**src/rtl/vga_rect_fill.sv**
```systemverilog
// vga_rect_fill: streams one framebuffer write per clock to fill a rectangle, row-major.
// Optional edge clipping is enabled by defining VGA_RECT_CLIP_EN.
module vga_rect_fill #(
    parameter int H_VISIBLE_AREA = 640,
    parameter int V_VISIBLE_AREA = 480,
    parameter int PIXEL_WIDTH = 12,
    localparam int MEM_SIZE = H_VISIBLE_AREA * V_VISIBLE_AREA,
    localparam int AW = $clog2(MEM_SIZE),
    localparam int XW = $clog2(H_VISIBLE_AREA + 1),
    localparam int YW = $clog2(V_VISIBLE_AREA + 1)
) (
    input  logic                   clk,
    input  logic                   reset,
    input  logic                   cmd_valid,
    output logic                   cmd_ready,
    input  logic [XW-1:0]          cmd_x,
    input  logic [YW-1:0]          cmd_y,
    input  logic [XW-1:0]          cmd_w,
    input  logic [YW-1:0]          cmd_h,
    input  logic [PIXEL_WIDTH-1:0] cmd_color,
    output logic                   write_enable,
    output logic [AW-1:0]          write_addr,
    output logic [PIXEL_WIDTH-1:0] write_pixel,
    output logic                   busy,
    output logic                   done
);
    localparam logic IDLE = 1'b0;
    localparam logic FILL = 1'b1;

    logic state;
    logic [XW-1:0] w_l, c, eff_w;
    logic [YW-1:0] h_l, r, eff_h;
    logic [AW-1:0] row_base, start;
    logic empty, last_col, last_row;

    assign cmd_ready = (state == IDLE) && !reset;
    assign start = AW'(cmd_y) * AW'(H_VISIBLE_AREA) + AW'(cmd_x);
    assign last_col = c == w_l - XW'(1);
    assign last_row = r == h_l - YW'(1);

`ifdef VGA_RECT_CLIP_EN
    logic [XW-1:0] x_room;
    logic [YW-1:0] y_room;
    assign x_room = XW'(H_VISIBLE_AREA) - cmd_x;
    assign y_room = YW'(V_VISIBLE_AREA) - cmd_y;
    assign eff_w = cmd_w > x_room ? x_room : cmd_w;
    assign eff_h = cmd_h > y_room ? y_room : cmd_h;
    assign empty = cmd_x >= XW'(H_VISIBLE_AREA) || cmd_y >= YW'(V_VISIBLE_AREA) ||
                   eff_w == '0 || eff_h == '0;
`else
    assign eff_w = cmd_w;
    assign eff_h = cmd_h;
    assign empty = eff_w == '0 || eff_h == '0;
`endif

    // Row base advances by one line per row so the walk needs no multiplier.
    always_ff @(posedge clk or posedge reset) begin
        if (reset) begin
            state        <= IDLE;
            w_l          <= '0;
            h_l          <= '0;
            c            <= '0;
            r            <= '0;
            row_base     <= '0;
            write_enable <= 1'b0;
            write_addr   <= '0;
            write_pixel  <= '0;
            busy         <= 1'b0;
            done         <= 1'b0;
        end else begin
            done <= 1'b0;
            if (state == IDLE) begin
                if (cmd_valid) begin
                    w_l         <= eff_w;
                    h_l         <= eff_h;
                    c           <= '0;
                    r           <= '0;
                    row_base    <= start;
                    write_addr  <= start;
                    write_pixel <= cmd_color;
                    if (empty) begin
                        done <= 1'b1;
                    end else begin
                        state        <= FILL;
                        busy         <= 1'b1;
                        write_enable <= 1'b1;
                    end
                end
            end else if (last_col) begin
                c <= '0;
                if (last_row) begin
                    state        <= IDLE;
                    busy         <= 1'b0;
                    write_enable <= 1'b0;
                    done         <= 1'b1;
                end else begin
                    r          <= r + YW'(1);
                    row_base   <= row_base + AW'(H_VISIBLE_AREA);
                    write_addr <= row_base + AW'(H_VISIBLE_AREA);
                end
            end else begin
                c          <= c + XW'(1);
                write_addr <= write_addr + AW'(1);
            end
        end
    end
endmodule

```
**config.mk**
```make
export PLATFORM = sky130hd
export DESIGN_NAME = vga_rect_fill
export DESIGN_NICKNAME = d
export VERILOG_FILES = /design/src/rtl/vga_rect_fill.sv
export SDC_FILE = /design/constraint.sdc
export NUM_CORES = 1
export LEC_CHECK = 0
export BUFFER_PORTS_ARGS = -buffer_cell sky130_fd_sc_hd__buf_2
export CORE_AREA = 3 3 111 113
export CTS_CLUSTER_DIAMETER = 40
export CTS_CLUSTER_SIZE = 40
export DETAILED_ROUTE_END_ITERATION = 10
export DIE_AREA = 0 0 114 116
export GPL_ROUTABILITY_DRIVEN = 1
export HOLD_SLACK_MARGIN = 0.06
export PLACE_DENSITY = 0.73
export SYNTH_ARGS = -nofsm -noshare
export SYNTH_HDL_FRONTEND = slang
export SYNTH_SLANG_ARGS = --single-unit
```
**constraint.sdc**
```tcl
create_clock -name clk -period 3.3 [get_ports clk]
set_clock_uncertainty 0.15 [all_clocks]
set_input_delay 0.165 -clock clk [delete_from_list [all_inputs] [get_ports clk]]
set_output_delay 0.165 -clock clk [all_outputs]
set_load 0.02 [all_outputs]
```
# Word level (Yosys, flattened, before mapping)
# Cells that the tools add are included.
# classes
div	0
n_mul	1
magnitude_cmp	0
n_addsub	7
eq_ne	7
muxes	28
bitwise_logic	1
reduce_logical	10
shifts	0
# op_table
op	count
19-bit 2-to-1 mux	6
9-bit 2-to-1 mux	4
10-bit 2-to-1 mux	3
19-bit by 1-bit adder with 19-bit output (second input constant)	1
19-bit by 10-bit adder with 19-bit output	1
19-bit by 10-bit adder with 19-bit output (second input constant)	1
1-bit 2-to-1 mux	15
9-bit by 3-bit multiplier with 12-bit output (second input constant)	1
10-bit by 1-bit adder with 10-bit output (second input constant)	1
10-bit == test	1
10-bit zero test	1
10-bit by 1-bit subtractor with 10-bit output (second input constant)	1
9-bit by 1-bit adder with 9-bit output (second input constant)	1
9-bit == test	1
9-bit zero test	1
9-bit by 1-bit subtractor with 9-bit output (second input constant)	1
2-bit by 1-bit != test with 1-bit output (second input constant)	2
2-bit != test (second input constant)	2
2-bit AND reduction	2
4-bit AND reduction	1
3-bit != test (second input constant)	1
3-bit AND reduction	1
2-bit nonzero test	1
1-bit logical AND	1
other kinds (3)	3
# totals
output_inout_bits	35
mem_bits_rw	0
mem_count	0
latchBits	0
mem_bits_ro	0
register_bits	91
input_bits	53

# Longest topological paths before layout
# logic_depth
word_depth	5
depth_mapped	11
mapped_depth_nobuf	10

# Worst setup path after synthesis
# Ideal clock, no wire load.
# synth_timing
kind	register to register
start	reg h_l[0]
end	reg row_base[17]
arrival_ps	2731
n_path_buf	1
required_ps	3023
path_stages_with_launch	11
slack_ps	292
cell_sequence	dfrtp_1 -> inv_1 -> ha_1 -> nor3b_1 -> mux2i_1 -> a22oi_1 -> a2111o_1 -> o211ai_4 -> clkbuf_1 -> a22oi_1 -> o2bb2a_1
# synth_between
elab_chain_cells	4
# synth_rtl
element	line_no	rtl
from (decl)	32	logic [YW-1:0] h_l, r, eff_h;
from (signal assigned)	75	h_l <= eff_h;
9-bit by 1-bit subtractor with 9-bit output	39	assign last_row = r == h_l - YW'(1);
9-bit == test	39	
2-bit != test (no source line)	--	
3-bit AND reduction (no source line)	--	
to (signal assigned)	78	row_base <= start;
to (signal assigned)	98	row_base <= row_base + AW'(H_VISIBLE_AREA);
to (decl)	33	logic [AW-1:0] row_base, start;
# No other way between the ends.
# A chain may end at the register's enable or synchronous reset.

# Final worst setup path
# layout_timing
start	reg w_l[0]
end	reg row_base[16]
# layout_between
elab_chain_cells	4
# layout_rtl
element	line_no	rtl
from (decl)	31	logic [XW-1:0] w_l, c, eff_w;
from (signal assigned)	74	w_l <= eff_w;
10-bit by 1-bit subtractor with 10-bit output	38	assign last_col = c == w_l - XW'(1);
10-bit == test	38	
2-bit by 1-bit != test with 1-bit output (no source line)	--	
3-bit AND reduction (no source line)	--	
# No other way between the ends.

==> impl_metrics.json <==
{
  "cp-start-kind": "flip-flop",
  "syn_inst": 700,
  "setup_violations": 0,
  "period_share_pct": 94.9,
  "clk_pin_slew_ns": 0.06,
  "fin_setup_tns_ns": 0,
  "gr-usage-met3_pct": 5.01,
  "path_buf_inv": 2,
  "syn_area_um2": 5920,
  "rows": 39,
  "multi_input_area_um2": 3420,
  "slew_headroom_pct": 41.2,
  "ff2ff_path_depth": 10,
  "drc": 0,
  "grt_pass1_wl_um": 27100,
  "power.leakage_nw": 3.42,
  "numCtsBuffers": 9,
  "cts_tree": "yes",
  "grt_pass1_vias": 5664,
  "dpl.hpwl_um": 10900,
  "overflow": 0,
  "dr.pass1.iters": 5,
  "cp_max_fo": 37,
  "grt.busiest_layer": "met2",
  "crit_type": "flip-flop to flip-flop",
  "grt_max_degree": 50,
  "maxCapViolations": 0,
  "r2r-end": "row_base[16]",
  "path_cells": "inv_1 > ha_1 > nand2b_1 > o211a_1 > o31a_1 > a2111oi_4 > buf_12 > o211ai_4 > nand2_1 > mux2_2",
  "die_y_um": 116,
  "ir_worst_vdd_uv": 550,
  "most-common-layout-cells": "nand2_1, dfrtp_1, buf_2",
  "path_depth": 10,
  "drt_iter0_drc": 343,
  "num_vias": 5580,
  "synthToLayoutAreaGrowth_pct": 23.2,
  "gr-usage-met2_pct": 43.1,
  "portBuffers": 87,
  "ys_async_sr_fraction_pct": 100,
  "wl_um": 16100,
  "n_antenna_cell": 0,
  "synth_seq_cells": 91,
  "pin_count": 88,
  "place_ws_ns": 0.168,
  "use_met1_pct": 31.7,
  "final_layout_size_suffix_gt1_share_pct": 17.1,
  "core_region_area_um2": 11400,
  "slowest_delay_ns": 0.42,
  "yosysSeqAreaShare_pct": 38.5,
  "crit_family": "compound AO/OA/AOI/OAI gates",
  "powerDensity_nw_per_um2": 601,
  "fin_ws_ns": 0.170,
  "viasPerCell": 5.78,
  "hp-start": "cmd_x[7]",
  "crit_slowest_cell": "dfrtp_1",
  "rsz0062_at_grt": "false",
  "ys.flop_type": "dfrtp_1",
  "cts_max_path_buffers": 2,
  "syn_nets": 778,
  "worstSetupEndpoint": "row_base[16]",
  "reg2reg_from": "w_l[0]",
  "worst_pin_slew_ns": 0.880,
  "clkSinkCount": 91,
  "die_w_um": 114,
  "antenna_found_initial": 0,
  "status": "completed",
  "ys_warn_count": 0,
  "seqCellArea_um2": 2280,
  "start_util_pct": 51.9,
  "crit_start": "w_l[0]",
  "gr-usage-all-layers_pct": 25.4,
  "finalNetCount": 896,
  "end_kind": "flip-flop",
  "insertion_delay_ns": 0.35,
  "n_fill_cell": 925,
  "cts.htree.levels": 3,
  "cp.arrival_ns": 3.21,
  "hp-class": "input port to flip-flop",
  "post_cts_buffers": 0,
  "design.die.area_um2": 13200,
  "fin_crit_ns": 3.13,
  "place_congestion": 0.899,
  "cts_root_buf": "clkbuf_16",
  "detail_route.wl_per_cell_um": 16.7,
  "required_ns": 3.38,
  "layout_commonest_cell": "nand2_1",
  "synth.distinct_cells": 69,
  "synth.avg_cell_area_um2": 8.46,
  "finalHoldViolCount": 0,
  "ant_nets": 0,
  "r2r_setup_slack_ns": 0.17,
  "finalMaxSlewViolations": 0,
  "synth_edf_count": 0,
  "fmax_mhz": 319
}
-- final cells by class --
cell class | instances | area share [%]
Clock buffer | 11 | 3.47
Clock inverter | 5 | 1.17
Inverter | 26 | 1.36
Multi-Input combinational cell | 548 | 46.8
Sequential cell | 91 | 31.2
Tap cell | 143 | 2.45
Timing Repair Buffer | 142 | 13.5
-- cells in the mapped netlist, types with 4 or more instances --
cell | number | area [um^2]
a211oi_1 | 5 | 37.5
a21o_1 | 6 | 45.0
a21oi_1 | 18 | 90.1
a22o_1 | 6 | 52.6
a31oi_1 | 11 | 68.8
and2_1 | 4 | 25.0
and3_1 | 14 | 87.6
buf_2 | 4 | 20.0
clkbuf_1 | 29 | 109
dfrtp_1 | 91 | 2280
ha_1 | 23 | 288
inv_1 | 25 | 93.8
mux2_2 | 7 | 78.8
mux2i_1 | 5 | 50.1
nand2_1 | 140 | 526
nand2b_1 | 7 | 43.8
nand3_1 | 28 | 140
nand4_1 | 12 | 75.1
nor2_1 | 47 | 176
nor2b_1 | 8 | 50.1
nor3_1 | 16 | 80.1
nor4_1 | 7 | 43.8
o211ai_1 | 5 | 37.5
o21ai_0 | 47 | 235
o22ai_1 | 4 | 25.0
o31a_1 | 4 | 35.0
or2_2 | 6 | 37.5
or3_1 | 7 | 43.8
xnor2_1 | 24 | 210
xor2_1 | 28 | 245
-- tightest hold or removal path, cell delays in order --
cell and delay (ns):
buf_2 0.09, ha_1 0.14, o21ai_0 0.07, o22ai_1 0.13
-- layer usage --
metal  wire length [um]  vias to the layer above
met5                  0                        -
met4                479                        0
met3                834                       37
met1               6850                     2684
li1                   -                     2705
met2               7950                      154
-- worst min-delay path by stage --
| stage | to | cells after the start | slack [ns] |
|---|---|---|---|
| 6_report | row_base[7] | 4 | 0.15 |
| 5_1_grt | row_base[7] | 4 | 0.15 |
| 4_1_cts | row_base[7] | 4 | 0.14 |
| 3_5_place_dp | write_pixel[10] | 3 | 0.22 |
| 3_3_place_gp | write_pixel[9] | 3 | 0.20 |
| 2_1_floorplan | h_l[2] | 2 | 0.12 |
-- power by group --
| group | total [mW] | switching, mW | internal [mW] | leakage [nW] |
|---|---|---|---|---|
| registers | 1.76 | 0.394 | 1.36 | 1.10 |
| logic | 1.47 | 0.802 | 0.668 | 2.17 |
| clock network | 1.15 | 0.447 | 0.707 | 0.162 |
-- cells by family (layout without fill, tap and decap cells) --
kind of cell | after synthesis | count (layout) | synth area share, %
AO/OA/AOI/OAI | 152 | 152 | 18.2
XOR/XNOR | 52 | 52 | 7.69
adder cells (fa/ha/maj) | 25 | 25 | 5.54
buffers and inverters | 61 | 184 | 4.02
flip-flops | 91 | 91 | 38.5
multiplexers | 12 | 12 | 2.18
AND/OR/NAND/NOR | 307 | 307 | 23.9
-- timing repair --
action                                  in CTS  in global routing
hold buffers                                39                  0
endpoints found under the setup margin       0                  3
endpoints found under the hold margin       89                  0
resized for setup                            0                  1
-- state kept, by name (all words and copies together) (netlist names) --
register     count
busy             1
c               10
done             1
h_l              9
r                9
row_base        19
state            1
w_l             10
write_addr      19
write_pixel     12
-- metrics by stage --
step                util (%)  power, mW  area (um^2)  std cells  hold slack [ns]
CTS                     63.8       4.40         7290        966            0.140
global placement        57.5       3.12         6560        911            0.205
floorplan                  -       2.72         5920        700            0.120
finish                  63.9       4.38         7290        966            0.151
global route            63.9       4.67         7290        966            0.155
detailed placement      57.5       3.18         6560        911            0.216
Note: power is estimated with default switching activity, not from simulation.
